File: config.mk
export PLATFORM = sky130hd
export DESIGN_NAME = booth_mul_seq
export DESIGN_NICKNAME = d
export VERILOG_FILES = /design/src/rtl/booth_mul_seq.sv
export SDC_FILE = /design/constraint.sdc
export NUM_CORES = 1
export LEC_CHECK = 0
export ABC_AREA = 1
export CAP_MARGIN = 20
export CORE_MARGIN = 5
export CORE_UTILIZATION = 56
export CTS_CLUSTER_DIAMETER = 50
export CTS_CLUSTER_SIZE = 30
export DETAILED_ROUTE_END_ITERATION = 16
export PLACE_DENSITY = 0.8
export SLEW_MARGIN = 0
export SYNTH_ARGS = -nofsm -noshare
export SYNTH_HDL_FRONTEND = slang
export SYNTH_SLANG_ARGS = --single-unit
File: constraint.sdc
create_clock -name clk_i -period 3.6 [get_ports clk_i]
set_input_delay 0.54 -clock clk_i [delete_from_list [all_inputs] [get_ports clk_i]]
set_output_delay 0.54 -clock clk_i [all_outputs]
set_load 0.1 [all_outputs]
File: src/rtl/booth_mul_seq.sv
// Iterative radix-4 Booth multiplier: one Booth digit is retired per cycle into
// a 2*WIDTH+2 bit accumulator. Operands arrive and the product leaves over valid/ready handshakes.
module booth_mul_seq #(
    parameter int WIDTH = 8
) (
    input  logic                 clk_i,
    input  logic                 rst_i,
    input  logic                 in_valid_i,
    output logic                 in_ready_o,
    input  logic [WIDTH-1:0]     a_i,
    input  logic [WIDTH-1:0]     b_i,
    input  logic                 unsigned_i,
    input  logic                 flush_i,
    output logic                 out_valid_o,
    input  logic                 out_ready_i,
    output logic [2*WIDTH-1:0]   result_o,
    output logic                 busy_o
);

    localparam int N  = WIDTH / 2 + 1;
    localparam int CW = $clog2(N);
    localparam int AW = 2 * WIDTH + 2;
    localparam int BW = WIDTH + 3;
    localparam logic [CW-1:0] LAST_DIGIT = CW'(N - 1);

`ifdef COMM_ASSERT
    if ((WIDTH % 2) != 0 || WIDTH < 4) begin : g_width_check
        $fatal(1, "booth_mul_seq: WIDTH must be even and >= 4");
    end
`endif

    typedef enum logic [1:0] {
        S_IDLE = 2'd0,
        S_CALC = 2'd1,
        S_DONE = 2'd2
    } state_t;

    state_t          r_state;
    state_t          w_state_nxt;
    logic [AW-1:0]   r_acc;
    logic [AW-1:0]   w_acc_nxt;
    logic [AW-1:0]   r_mcand;
    logic [AW-1:0]   w_mcand_nxt;
    logic [BW-1:0]   r_bext;
    logic [BW-1:0]   w_bext_nxt;
    logic [CW-1:0]   r_idx;
    logic [CW-1:0]   w_idx_nxt;
    logic            r_out_valid;
    logic            w_out_valid_nxt;
    logic [AW-1:0]   w_pp;
    logic            w_accept;
    logic            w_ext_a;
    logic            w_ext_b;

    assign in_ready_o  = (r_state == S_IDLE) && !rst_i;
    assign busy_o      = (r_state != S_IDLE);
    assign out_valid_o = r_out_valid;
    assign result_o    = r_acc[2*WIDTH-1:0];

    assign w_ext_a  = !unsigned_i && a_i[WIDTH-1];
    assign w_ext_b  = !unsigned_i && b_i[WIDTH-1];
    assign w_accept = in_valid_i && (r_state == S_IDLE) && !flush_i;

    // Multiplicand is pre-shifted by 2 per digit and the Booth window always sits
    // at bits [2:0] of the shifting multiplier, so no variable shifter is needed.
    always_comb begin
        w_pp = '0;
        case (r_bext[2:0])
            3'b001, 3'b010: w_pp = r_mcand;
            3'b011:         w_pp = r_mcand << 1;
            3'b100:         w_pp = -(r_mcand << 1);
            3'b101, 3'b110: w_pp = -r_mcand;
            default:        w_pp = '0;
        endcase
    end

    always_comb begin
        w_state_nxt     = r_state;
        w_acc_nxt       = r_acc;
        w_mcand_nxt     = r_mcand;
        w_bext_nxt      = r_bext;
        w_idx_nxt       = r_idx;
        w_out_valid_nxt = r_out_valid;

        case (r_state)
            S_IDLE: begin
                if (w_accept) begin
                    w_mcand_nxt = {{(AW - WIDTH){w_ext_a}}, a_i};
                    w_bext_nxt  = {w_ext_b, w_ext_b, b_i, 1'b0};
                    w_acc_nxt   = '0;
                    w_idx_nxt   = '0;
                    w_state_nxt = S_CALC;
                end
            end
            S_CALC: begin
                w_acc_nxt   = r_acc + w_pp;
                w_mcand_nxt = r_mcand << 2;
                w_bext_nxt  = r_bext >> 2;
                if (r_idx == LAST_DIGIT) begin
                    w_state_nxt     = S_DONE;
                    w_out_valid_nxt = 1'b1;
                end else begin
                    w_idx_nxt = r_idx + CW'(1);
                end
            end
            S_DONE: begin
                if (out_ready_i) begin
                    w_state_nxt     = S_IDLE;
                    w_out_valid_nxt = 1'b0;
                end
            end
            default: begin
                w_state_nxt     = S_IDLE;
                w_out_valid_nxt = 1'b0;
            end
        endcase

        // Flush overrides everything, including a same-cycle accept or delivery.
        if (flush_i) begin
            w_state_nxt     = S_IDLE;
            w_out_valid_nxt = 1'b0;
            w_acc_nxt       = '0;
            w_idx_nxt       = '0;
        end
    end

    always_ff @(posedge clk_i) begin
        if (rst_i) begin
            r_state     <= S_IDLE;
            r_acc       <= '0;
            r_mcand     <= '0;
            r_bext      <= '0;
            r_idx       <= '0;
            r_out_valid <= 1'b0;
        end else begin
            r_state     <= w_state_nxt;
            r_acc       <= w_acc_nxt;
            r_mcand     <= w_mcand_nxt;
            r_bext      <= w_bext_nxt;
            r_idx       <= w_idx_nxt;
            r_out_valid <= w_out_valid_nxt;
        end
    end

endmodule

Word-level counts from Yosys, hierarchy flattened --
Cells that the tools add are included.
Operators by class: reductions and logical operators 18, $add $sub $neg 4, bitwise gates (word level) 1, muxes and demuxes 17, eq/ne operators 13
Operators with widths (count):
- 18-bit case mux with 2 select lines | 2
- 18-bit case mux with 4 select lines | 1
- 18-bit two-way mux | 2
- 18-bit negator | 2
- 11-bit case mux with 2 select lines | 1
- 18-bit adder | 1
- 3-bit equality test (second input constant) | 4
- 11-bit two-way mux | 1
- 3-bit AND reduction | 3
- 2-bit != test (second input constant) | 4
- 3-bit by 2-bit equality test with 1-bit output (second input constant) | 2
- 2-bit two-way mux | 3
- 3-bit two-way mux | 2
- 2-bit case mux with 3 select lines | 1
- 3-bit case mux with 2 select lines | 1
- 2-bit OR reduction | 3
- 1-bit logical AND | 5
- 2-bit nonzero test | 2
- 3-bit by 1-bit adder with 3-bit output (second input constant) | 1
- 3-bit by 1-bit equality test with 1-bit output (second input constant) | 1
- 1-bit zero test | 3
- 1-bit case mux with 3 select lines | 1
- 2-bit by 1-bit equality test with 1-bit output (second input constant) | 1
- 2-bit equality test (second input constant) | 1
- 4 further kinds | 5
Word-level totals: output and inout port bits 19, register bits after elaboration 53, bits of input ports 22, word-level logic and storage cells 59

Depth between registers and ports, before layout --
Gate-level depths: netlist of the first run.
depth in word-level cells 5, mapped depth 21, gate-level depth less buffers 21

Worst setup path before layout of the first run --
OpenSTA, ideal clock, no wires.
path type register to output, start point register r_state[1], end point output port in_ready_o, buffers on the path 0, data arrival time 2.205 ns, data required time 3.060 ns, cell stages (with the launch flop) 4, slack 0.855 ns, cell sequence dfxtp_1 nor2_2 inv_1 nor2_1
Between the ends: cells in the longest elaborated chain, start to end 2
RTL lines:
- start: declaration | RTL line 38 | state_t r_state;
- start signal: assignment | RTL line 136 | r_state <= w_state_nxt;
- 2-bit zero test | RTL line 55 | assign in_ready_o = (r_state == S_IDLE) && !rst_i;
- 1-bit logical AND | RTL line 55
- end: declaration | RTL line 9 | output logic in_ready_o,
No other way between the ends.

Worst setup path in the final report of the first run --
start point register r_mcand[1], end point register r_acc[15]
Between the ends: cells in the longest elaborated chain, start to end 4, elaborated cells on any way between the ends 5, classes of those cells add/sub: 3; mux: 2
RTL lines:
- start: declaration | RTL line 42 | logic [AW-1:0] r_mcand;
- start signal: assignment | RTL line 138 | r_mcand <= w_mcand_nxt;
- 18-bit negator, on equally long branches | RTL line 72, 71
- 18-bit case mux with 4 select lines * | RTL line 68 | case (r_bext[2:0])
- 18-bit adder * | RTL line 96 | w_acc_nxt = r_acc + w_pp;
- 18-bit case mux with 2 select lines * | RTL line 85 | case (r_state)
- end signal: assignment | RTL line 137 | r_acc <= w_acc_nxt;
- end: declaration | RTL line 40 | logic [AW-1:0] r_acc;
Mark *: on every way between the ends. The rest lies on a longest branch, timed or not. A chain may end at the register's enable or synchronous reset.

==> flow_summary.ini, run 1 <==
[finish]
final_nets = 577
drive_gt1_share_pct = 6.52
fillers = 560
diodes = 0
area_growth_pct = 15.7

[grt]
grt_remaining_overflow = 0
grt_max_degree = 39
grt_util_all_layers_pct = 22.2
antenna_found_initial = 0
grt_pass1_vias = 3250
grt_first_pass_wirelength_um = 13800

[clock_network]
ctsResizeCount = 0
postCtsSetupRepairBufs = 0
cts_tree = done
clk_pin_slew_ps = 90
htreeDepth = 2
clockRootBuffer = clkbuf_8
cts.path.max_buffers = 2
clk_latency_ps = 300
cts_num_sinks = 48
cts-hold-fix-buffers = 0
cts_buffers = 5

[setup_path]
critPathArrivalTime_ps = 3320
worstSetupEndpointType = flop
path_class = reg -> reg
worstSetupStartpointType = flop
worstPathMaxFanout = 6
cp.required_ps = 3830

[sta]
fin_crit_ps = 3080
finalSetupTns_ps = 0
max_slew.worst_pin.slew_ps = 978
holdWs_ps = 467
rsz0062_at_grt = false
setup-violations-final = 0
maxSlewViolCount = 0
finalHoldViolations = 0
fmax_mhz = 324
fin_crit_sh_pct = 85.6
maxSlewHeadroom_pct = 34.6
fin_skew_ps = 7.07

[synthesis]
synth.distinct_cells = 37
syn_nets = 546
synthesis.area_um2 = 3310
ys_seq_area_share_pct = 29.0
ys_warn_count = 0
synth_seq_cells = 48
avgSynthCellArea_um2 = 6.55
synth_cells = 505

[place]
port_buffers = 40
gp_congestion = 0.942
place_hpwl_um = 6110

[routing]
drt_iter0_drc = 161
route.met2.wl_um = 3900
first_pass_iters = 4
vias = 3428
routed.top_layer = met4
m1WireLength_um = 3730
viasPerCell = 5.60
routed-wl-met3_um = 327
wl_um = 8140
final_antenna_net_count = 0
drc = 0
wl_per_cell_um = 13.3

[power]
p_leak_nw = 1.57
p_per_area_nw_per_um2 = 318
vdd_drop_max_v = 0.000211

[worst_hold_path]
min_path_type = reg -> reg

[die]
placementRows = 28
die_y_um = 86.9
die_width_um = 86.9
io_pins = 41
initial_core_util_pct = 56.9
core-area_um2 = 5820
die_area_um2 = 7540

[run]
drv_cap = 0

[run_status]
status = complete, no violations
## logic make-up after synthesis
logic type / count (synthesis) / share of synthesized area, %
flops: 48 / 29.0
simple gates: 225 / 29.0
compound gates: 124 / 22.7
xor+xnor: 8 / 2.12
buf+inv: 81 / 9.64
fa+ha+maj: 19 / 7.41
## worst max-delay path: stages, from the launching register on
cell and delay [ps]:
dfxtp_1 310, inv_2 110, ha_1 180, inv_1 80, nor2_2 190, nand2_1 120, nor2_1 140, nand2_1 90
nor2_1 120, xor2_1 210, o221ai_1 170, ha_1 360, inv_1 90, nor3_1 240, and2_1 160, nand2_1 50
nand4_1 110, inv_1 50, nand2_1 60, nand3_1 60, a21oi_1 130
## placed cells by master (no fill, tap or decap), types with 2 or more instances in the layout
cell	Yosys	final
or2_1	2	2
inv_2	10	10
a311oi_1	6	6
nand2_2	3	3
o21ai_0	18	18
a221o_1	2	2
o21ai_1	3	3
a21o_1	3	3
a221oi_1	2	2
clkdlybuf4s50_1	0	39
o221ai_1	2	2
nor3_1	4	4
a21oi_1	46	46
buf_4	1	3
inv_1	52	52
o22ai_1	12	12
nand3_1	31	31
or2_2	3	3
xor2_1	8	8
a211oi_1	12	12
nor2_2	6	7
ha_1	18	18
o2111ai_1	3	3
dfxtp_1	48	48
clkbuf_8	0	6
nand4_1	5	5
a31oi_1	14	14
nor2_1	50	49
nand2_1	116	116
## final cells by class
class,instances,area (um^2),area share [%]
tap,75,93.8,2.45
timing repair buffer,42,413,10.8
multi-input combinational,376,2030,53.0
clock buffer,7,86.3,2.25
inverter,63,236,6.18
sequential,48,961,25.1
clock inverter,1,7.51,0.196
## synth_stat cells
cell type  instances  area, um^2
o221ai_1           2        17.5
xor2_1             8        70.1
a21o_1             3        22.5
buf_4              1        7.51
nand2_2            3        18.8
dfxtp_1           48         961
a211oi_1          12        90.1
a221o_1            2        20.0
nor2_2             6        37.5
nand4_1            5        31.3
nor3_1             4        20.0
nand2_1          116         435
or2_2              3        18.8
inv_2             10        37.5
nand3_2            1        10.0
clkbuf_1           8        30.0
o2111ai_1          3        26.3
and2_1             1        6.26
nand3_1           31         155
ha_1              18         225
or3b_1             1        8.76
a21oi_1           46         230
a21boi_1           1        7.51
o21ai_1            3        15.0
a31oi_1           14        87.6
inv_1             52         195
o22ai_1           12        75.1
a311oi_1           6        52.6
or2_1              2        12.5
a221oi_1           2        17.5
clkinv_1           1        3.75
fa_1               1        20.0
buf_2              9        45.0
nand3b_1           1        7.51
o21ai_0           18        90.1
nor2_1            50         188
nor2_4             1        11.3
## final timing paths
check	cells after the start	start	to	slack, ps
setup reg to reg	20	r_mcand[1]	r_acc[15]	520
hold / removal	2	r_bext[9]	r_bext[9]	470
hold reg to reg	2	r_bext[9]	r_bext[9]	470
setup / recovery	20	r_mcand[1]	r_acc[15]	520
## layer usage
layer / GRT usage, % / up-vias
met5: 0 / -
met4: 8.22 / 0
met3: 3.31 / 20
met2: 39.0 / 76
met1: 27.2 / 1559
li1: - / 1773
## power by group
group | internal (W) | total (W) | switching (W) | leakage [nW]
combinational | 0.000111 | 0.000310 | 0.000199 | 1.14
sequential | 0.000550 | 0.000568 | 0.0000184 | 0.390
clock | 0.000156 | 0.000338 | 0.000182 | 0.0445
total | 0.000817 | 0.00122 | 0.000399 | 1.57
## through the flow
stage                     setup slack, ps  power (W)  cell area (um^2)  cells  utilization, %
after floorplan                       855   0.000810              3310    505               -
after global placement                541   0.000885              3730    604            64.2
after CTS                             528    0.00122              3830    612            65.8
after detailed placement              552   0.000888              3730    604            64.2
after global routing                  260    0.00129              3830    612            65.8
final                                 517    0.00122              3830    612            65.8
## flip-flops by register name, summed over array words and instances, names as in the netlist
register / cells
r_acc: 16
r_mcand: 16
r_bext: 10
r_idx: 3
r_state: 2
out_valid_o: 1
Note: power is estimated with default switching activity, not from simulation.
==> inputs of run 2 (changes only) <==
--- a/config.mk
+++ b/config.mk
@@ -6,14 +6,13 @@
 export NUM_CORES = 1
 export LEC_CHECK = 0
 export ABC_AREA = 1
-export CAP_MARGIN = 20
+export CAP_MARGIN = 25
 export CORE_MARGIN = 5
 export CORE_UTILIZATION = 56
 export CTS_CLUSTER_DIAMETER = 50
 export CTS_CLUSTER_SIZE = 30
 export DETAILED_ROUTE_END_ITERATION = 16
 export PLACE_DENSITY = 0.8
-export SLEW_MARGIN = 0
 export SYNTH_ARGS = -nofsm -noshare
 export SYNTH_HDL_FRONTEND = slang
 export SYNTH_SLANG_ARGS = --single-unit
==> constraint.sdc (replaced) <==
create_clock -name clk_i -period 3.75 [get_ports clk_i]
set_input_delay 0.5625 -clock clk_i [delete_from_list [all_inputs] [get_ports clk_i]]
set_output_delay 0.5625 -clock clk_i [all_outputs]
set_load 0.1 [all_outputs]
==> run 2 against run 1 <==
First-iteration DRC count grew 52%. Combinational power shrank 3%. Total power grew 2.5%. Register-to-register slack gained 140 ps. Sequential share of layout area shrank 0.23 points. Sequential power shrank 3.7%. Critical path type unchanged. Cell area grew 0.92%. Routed wire length grew 2.4%. Non-clock buffer count grew 1. Clock skew shrank 2.1 ps. Flip-flop and latch count is the same.
==> flow_summary.ini, run 2 (synthesized netlist as in run 1, its figures left out) <==
[place]
gp_congestion = 0.932
place_hpwl_um = 6170
port_buffers = 40

[clock_network]
clockRootBuffer = clkbuf_8
ctsResizeCount = 0
clk_pin_slew_ps = 90
cts-hold-fix-buffers = 0
cts_num_sinks = 48
cts_buffers = 5
htreeDepth = 2
clk_latency_ps = 300
postCtsSetupRepairBufs = 0
cts.path.max_buffers = 2
cts_tree = done

[die]
core-area_um2 = 5820
die_y_um = 86.9
initial_core_util_pct = 56.9
io_pins = 41
die_area_um2 = 7540
die_width_um = 86.9
placementRows = 28

[sta]
max_slew.worst_pin.slew_ps = 984
maxSlewViolCount = 0
finalHoldViolations = 0
fin_crit_sh_pct = 82.4
fmax_mhz = 324
fin_skew_ps = 4.95
finalSetupTns_ps = 0
setup-violations-final = 0
maxSlewHeadroom_pct = 34.2
fin_crit_ps = 3090
rsz0062_at_grt = false

[setup_path]
critPathArrivalTime_ps = 3320
cp.required_ps = 3990
worstPathMaxFanout = 6
path_class = reg -> reg
worstSetupStartpointType = flop
worstSetupEndpointType = flop

[power]
power.total_w = 0.00125
p_per_area_nw_per_um2 = 323
vdd_drop_max_v = 0.000277
p_leak_nw = 1.59

[routing]
final_antenna_net_count = 0
first_pass_iters = 5
wl_um = 8340
viasPerCell = 5.58
wl_per_cell_um = 13.6
drc = 0
drt_iter0_drc = 244
vias = 3421

[grt]
grt_util_all_layers_pct = 22.7
grt_max_degree = 39
grt_remaining_overflow = 0
antenna_found_initial = 0
grt_first_pass_wirelength_um = 14200
grt_pass1_vias = 3239

[finish]
final_common_cell = nand2_1
final_nets = 578
area_growth_pct = 16.8
layout_common_cells = nand2_1 (116), inv_1 (52), nor2_1 (49), dfxtp_1 (48), a21oi_1 (46)
drive_gt1_share_pct = 6.88
diodes = 0
top_regs = r_acc: 16 flops, r_mcand: 16 flops, r_bext: 10 flops

[worst_hold_path]
min_path_type = reg -> reg

[run_status]
status = complete, no violations

[run]
drv_cap = 0
-- run 2: stage by stage --
step                std cells  cell area (um^2)  utilization (%)  setup slack (ps)  hold WS (ps)
floorplan                 505              3310                -               981           440
global placement          605              3740             64.4               725           453
detailed placement        605              3740             64.4               707           458
CTS                       613              3860             66.4               683           473
global route              613              3860             66.4               348           497
finish                    613              3860             66.4               661           467
-- run 2: final cells by class --
class | count | area, um^2
clock buffer | 6 | 82.6
clock inverter | 2 | 38.8
fill | 538 | 1950
inverter | 63 | 236
multi-input combinational | 376 | 2030
sequential | 48 | 961
tap | 75 | 93.8
timing repair buffer | 43 | 420
-- run 2: power breakdown --
group | switching, W | internal (W)
registers | 0.0000184 | 0.000528
clock network | 0.000183 | 0.000218
logic | 0.000193 | 0.000107
-- run 2: routing by layer --
| metal | routed length (um) | vias up | global-route usage (%) |
|---|---|---|---|
| met4 | 165 | 0 | 6.66 |
| met2 | 3940 | 90 | 38.9 |
| met5 | 0 | - | 0 |
| li1 | - | 1773 | - |
| met1 | 3850 | 1543 | 29.4 |
| met3 | 375 | 15 | 3.22 |
-- run 2: path summary, 6_finish.rpt --
kind / to / cells past startpoint / slack [ps] / start
worst max-delay path: r_acc[15] / 20 / 660 / r_mcand[1]
worst min-delay path: r_bext[9] / 2 / 470 / r_bext[9]
worst max register to register: r_acc[15] / 20 / 660 / r_mcand[1]
worst min register to register: r_bext[9] / 2 / 470 / r_bext[9]
-- run 2: worst max-delay path, cell delays in order, from the launching register on --
cell and delay [ps]:
dfxtp_1 320, inv_2 110, ha_1 180, inv_1 80, nor2_2 180, nand2_1 110
nor2_1 160, nand2_1 100, nor2_1 120, xor2_1 210, o221ai_1 170, ha_1 400
nand2_1 90, nor3_1 190, and2_1 160, nand2_1 60, nand4_1 100, inv_1 50
nand2_1 60, nand3_1 60, a21oi_1 130
==> inputs of run 3 (changes only) <==
--- a/config.mk
+++ b/config.mk
@@ -8,11 +8,11 @@
 export ABC_AREA = 1
 export CAP_MARGIN = 25
 export CORE_MARGIN = 5
-export CORE_UTILIZATION = 56
+export CORE_UTILIZATION = 51
 export CTS_CLUSTER_DIAMETER = 50
 export CTS_CLUSTER_SIZE = 30
 export DETAILED_ROUTE_END_ITERATION = 16
-export PLACE_DENSITY = 0.8
+export PLACE_DENSITY = 0.77
 export SYNTH_ARGS = -nofsm -noshare
 export SYNTH_HDL_FRONTEND = slang
 export SYNTH_SLANG_ARGS = --single-unit
==> constraint.sdc (replaced) <==
create_clock -name clk_i -period 2.6 [get_ports clk_i]
set_input_delay 0.39 -clock clk_i [delete_from_list [all_inputs] [get_ports clk_i]]
set_output_delay 0.39 -clock clk_i [all_outputs]
set_load 0.1 [all_outputs]
==> run 3 against run 2 <==
The flow now finishes with violations (setup timing). Combinational power rose by 130%. Worst setup slack got worse by 850 ps. Clock power rose by 47%. Sequential power rose by 44%. Routed wire length rose by 26%. Flip-flop and latch count did not move. Register-to-register slack got worse by 850 ps. Hold slack improved by 2.7 ps. Critical endpoint is now r_acc[13].
==> flow_summary.ini, run 3 (synthesized netlist as in run 1, its figures left out) <==
[clock_network]
clk_latency_ps = 310
cts_tree = done
cts.path.max_buffers = 2
cts_buffers = 5
clockRootBuffer = clkbuf_8
cts_num_sinks = 48
htreeDepth = 2
clk_pin_slew_ps = 100

[finish]
top_regs = r_acc: 16 flops, r_mcand: 16 flops, r_bext: 10 flops
drive_gt1_share_pct = 32.2
final_core_util_pct = 74.3
final_common_cell = nand2_1
final_cells = 686
final_nets = 649
diodes = 0
fillers = 490
layout_common_cells = nand2_1 (107), buf_4 (89), inv_1 (48), dfxtp_1 (40), nor2_1 (39)
area_growth_pct = 41.7

[setup_path]
crit_chain = inv_2 > buf_4 > nand3_4 > nor2_4 > buf_6 > nand2_1 > xor2_2 > o22ai_1 > nor2_1 > o21ai_0 > ha_1 > a21oi_1 > o21ai_2 > a21o_1 > nand2_1 > nand2_1 > nand2_1 > nand3_2 > a21oi_2
path_class = reg -> reg
worstSetupStartpointType = flop
worstSetupEndpointType = flop
worstPathMaxFanout = 4
critPathArrivalTime_ps = 3030
crit_top_cell = nand2_1
slowest_stage = ha_1
cp.required_ps = 2850
slowest_delay_ps = 350

[power]
p_per_area_nw_per_um2 = 443
p_leak_nw = 2.06
vdd_drop_max_v = 0.000336

[sta]
fin_skew_ps = 8.22
fin_crit_ps = 2780
finalSetupTns_ps = -1130
rsz0062_at_grt = true
setup_ws_ps = -185
finalHoldViolations = 0
setup-violations-final = 10
maxSlewHeadroom_pct = 60.6
fin_crit_sh_pct = 107
max_slew.worst_pin.slew_ps = 590
maxSlewViolCount = 0
fmax_mhz = 359

[grt]
grt_first_pass_wirelength_um = 16000
grt_util_all_layers_pct = 22.7
antenna_found_initial = 0
grt_remaining_overflow = 0
grt_max_degree = 35
grt_pass1_vias = 3669

[worst_hold_path]
min_path_type = reg -> reg

[die]
core-area_um2 = 6310
placementRows = 29
io_pins = 41
die_width_um = 90.5
die_y_um = 90.5
die_area_um2 = 8200
initial_core_util_pct = 52.4

[run]
drv_cap = 0

[routing]
viasPerCell = 5.70
final_antenna_net_count = 0
vias = 3907
wl_um = 10500
wl_per_cell_um = 15.3
drc = 0
drt_iter0_drc = 229
first_pass_iters = 5

[run_status]
status = finished, violations left
violations = setup timing

[place]
place_inst = 656
port_buffers = 40
place_hpwl_um = 6800
gp_congestion = 0.912
run 3: final timing paths:
path | cells past startpoint | slack, ps | start | end
worst min-delay path | 2 | 470 | r_bext[9] | r_bext[9]
worst min register to register | 2 | 470 | r_bext[9] | r_bext[9]
worst max register to register | 19 | -180 | r_mcand[1] | r_acc[13]
worst max-delay path | 19 | -180 | r_mcand[1] | r_acc[13]
run 3: metrics by stage:
| stage | instance area, um^2 | worst slack [ps] | hold WS (ps) | total power [W] |
|---|---|---|---|---|
| after floorplan | 3310 | 1.51 | 440 | 0.00112 |
| after global placement | 4080 | -28.7 | 452 | 0.00132 |
| after detailed placement | 4080 | -202 | 460 | 0.00133 |
| after CTS | 4430 | -140 | 474 | 0.00198 |
| after global routing | 4690 | -399 | 511 | 0.00218 |
| final | 4690 | -185 | 469 | 0.00208 |
run 3: area by class of cell:
cell class / count / area, um^2 / share of cell area (%)
inverters: 63 / 239 / 5.10
well taps: 77 / 96.3 / 2.05
clock buffers: 6 / 82.6 / 1.76
clock inverters: 2 / 38.8 / 0.827
repair buffers: 114 / 932 / 19.9
flip-flops and latches: 48 / 973 / 20.8
multi-input cells: 376 / 2330 / 49.6
run 3: power breakdown:
group | total, W | leakage (nW) | switching, W | internal (W)
logic | 0.000699 | 1.60 | 0.000386 | 0.000313
clock network | 0.000588 | 0.0614 | 0.000273 | 0.000315
registers | 0.000788 | 0.394 | 0.0000247 | 0.000763
total | 0.00208 | 2.06 | 0.000684 | 0.00139
run 3: layer usage:
| layer | vias to the layer above | track usage, % | routed length [um] |
|---|---|---|---|
| met4 | 0 | 9.43 | 358 |
| met3 | 37 | 3.67 | 599 |
| met2 | 132 | 40.7 | 5420 |
| li1 | 1914 | - | - |
| met1 | 1824 | 26.4 | 4140 |
| met5 | - | 0 | 0 |
run 3: repair_timing:
| action | CTS | global route |
|---|---|---|
| buffers inserted | 12 | 11 |
| hold buffers | 0 | 0 |
| pin swaps | 21 | 45 |
| endpoints found under the hold margin | 0 | 0 |
| resized for setup | 37 | 57 |
| setup endpoints to repair | 9 | 11 |
run 3: critical path: cells and delay by family, from the launching register on:
kind	cells	cell delay (ps)
buffers and inverters	3	340
xor gates and xnor gates	1	200
AOI/OAI and AO/OA	6	810
and+or+nand+nor	8	700
DFF	1	330
adders and majority gates	1	350
==> patch (settings of run 3) <==
Re-encode `state_t` (3 states) as one-hot, 3 bits wide.
--- a/src/rtl/booth_mul_seq.sv
+++ b/src/rtl/booth_mul_seq.sv
@@ -29,10 +29,10 @@
     end
 `endif
 
-    typedef enum logic [1:0] {
-        S_IDLE = 2'd0,
-        S_CALC = 2'd1,
-        S_DONE = 2'd2
+    typedef enum logic [2:0] {
+        S_IDLE = 3'b001,
+        S_CALC = 3'b010,
+        S_DONE = 3'b100
     } state_t;
 
     state_t          r_state;
Function: no difference found for any inputs over 4 cycles, from zero or initial values and one cycle with rst_i high; so few cycles prove little.
==> patch against run 3 <==
The run still ends with negative setup slack left. Total power down 4.5%. Core utilization up 0.21 points. Routed wire length down 1.7%. Non-clock buffer count up 2. Sequential cell count up 1. Final area up 0.85%. Synthesized area up 0.49%. Hold slack better by 15 ps. Sequential share of layout area up 0.17 points. Worst setup slack worse by 16 ps. Global-route usage up 0.40 points. Critical path type unchanged. Critical endpoint is now r_acc[14]. Highest routed layer unchanged.
==> patch: results (changes against run 3) <==
| Metric | Value |
|---|---|
| Result of the run | `finished with violations` |
| Violated checks | `negative setup slack` |
| Placed cell area | `0.00411 sq mm (+0.61%)` |
| Area growth syn-to-layout | `42.2%` |
| Metal-1 WL | `4340 um (+4.9%)` |
| Met3 Usage GRT | `0.0408 (+0.00417)` |
| Detail Route met2 WL | `5200 um (-4.0%)` |
| CTS sink count | `49 (+2.1%)` |
| Comb_multi_in | `374 (-0.53%)` |
| Sum of internal, switching and leakage power | `1.98 mW (-4.5%)` |
| Inverters, non-clock | `60 (-4.8%)` |
| Sequential fraction of the synthesis area | `0.295 (+0.00460)` |
| Summed negative setup slack over all endpoints | `-1230 ps (-101 ps)` |
| Number of different library cells in the post-synthesis netlist | `41 (+11%)` |
| Proportion of cell area occupied by multi-input gates | `0.494 (-0.00208)` |
| Vias in the first global route | `3,559 (-3.0%)` |
| Met1 capacity usage during global routing | `0.285 (+0.0209)` |
| First-pass GRT wire length | `16,100 um (+0.64%)` |
| Synth Area per Inst | `6.62 sq um (+1.1%)` |
| Final clock skew | `8.78 ps (+0.555 ps)` |
| Drt total wl | `10,300 um (-1.7%)` |
| Per-cell via count in the routed design | `5.62 (-1.3%)` |
| M2 GR Usage | `0.409 (+0.00182)` |
| Max_slew headroom | `0.543 (-0.0632)` |
| R2r worst-path depth | `18 (-1)` |
| Met3 wirelength from detailed routing | `537 um (-10%)` |
| Final Worst Setup Slack | `-200 ps (-15.6 ps)` |
| Number of non-clock buffers in the layout | `116 (+1.8%)` |
| Lkg Pwr | `2.05 nW (-0.17%)` |
| Top post-synthesis cells by area | `dfxtp_1 (30%), nand2_1 (14%), a21oi_1 (6.8%)` |
| Final setup viols | `9 (-1)` |
| Initial DRC Count | `280 (+22%)` |
| Final clock-cell share | `0.0238 (-0.00207)` |
| Critical path arrival | `2970 ps (-60 ps)` |
| Post-synthesis share of cell area spent on xor and xnor gates | `0.0237 (+0.00253)` |
| Compound-Gate Fraction of Synth Area | `0.228 (+0.000770)` |
-- patch: stage by stage --
stage | setup slack, ps | std cells
after global routing | -435 | 684
after detailed placement | -290 | 654
after CTS | -181 | 677
final | -200 | 684
after floorplan | 5.64 | 502
after global placement | -129 | 654
-- patch: what timing repair did --
action,in CTS,in global routing
endpoints found under the setup margin,9,11
pin swaps,19,37
resized for setup,43,58
setup buffers,15,7
-- patch: worst max-delay path: stages (launching register included) --
cell      delay (ps)
dfxtp_4          370
inv_4             70
ha_4             130
inv_2             50
nor2_4           120
nand2_2           70
nor2_4           120
buf_4            130
nor2_1            50
a221oi_1         230
o21ai_1          130
ha_2             410
nand2_1          120
o21ai_0          290
a211oi_2         130
nand2_1           80
nand2_1           50
nand3_1           60
a21oi_1           60
-- patch: worst paths after layout --
path / end / slack, ps / start
max: r_acc[14] / -200 / r_mcand[0]
min: r_bext[4] / 480 / r_bext[6]
max reg2reg: r_acc[14] / -200 / r_mcand[0]
min reg2reg: r_bext[4] / 480 / r_bext[6]
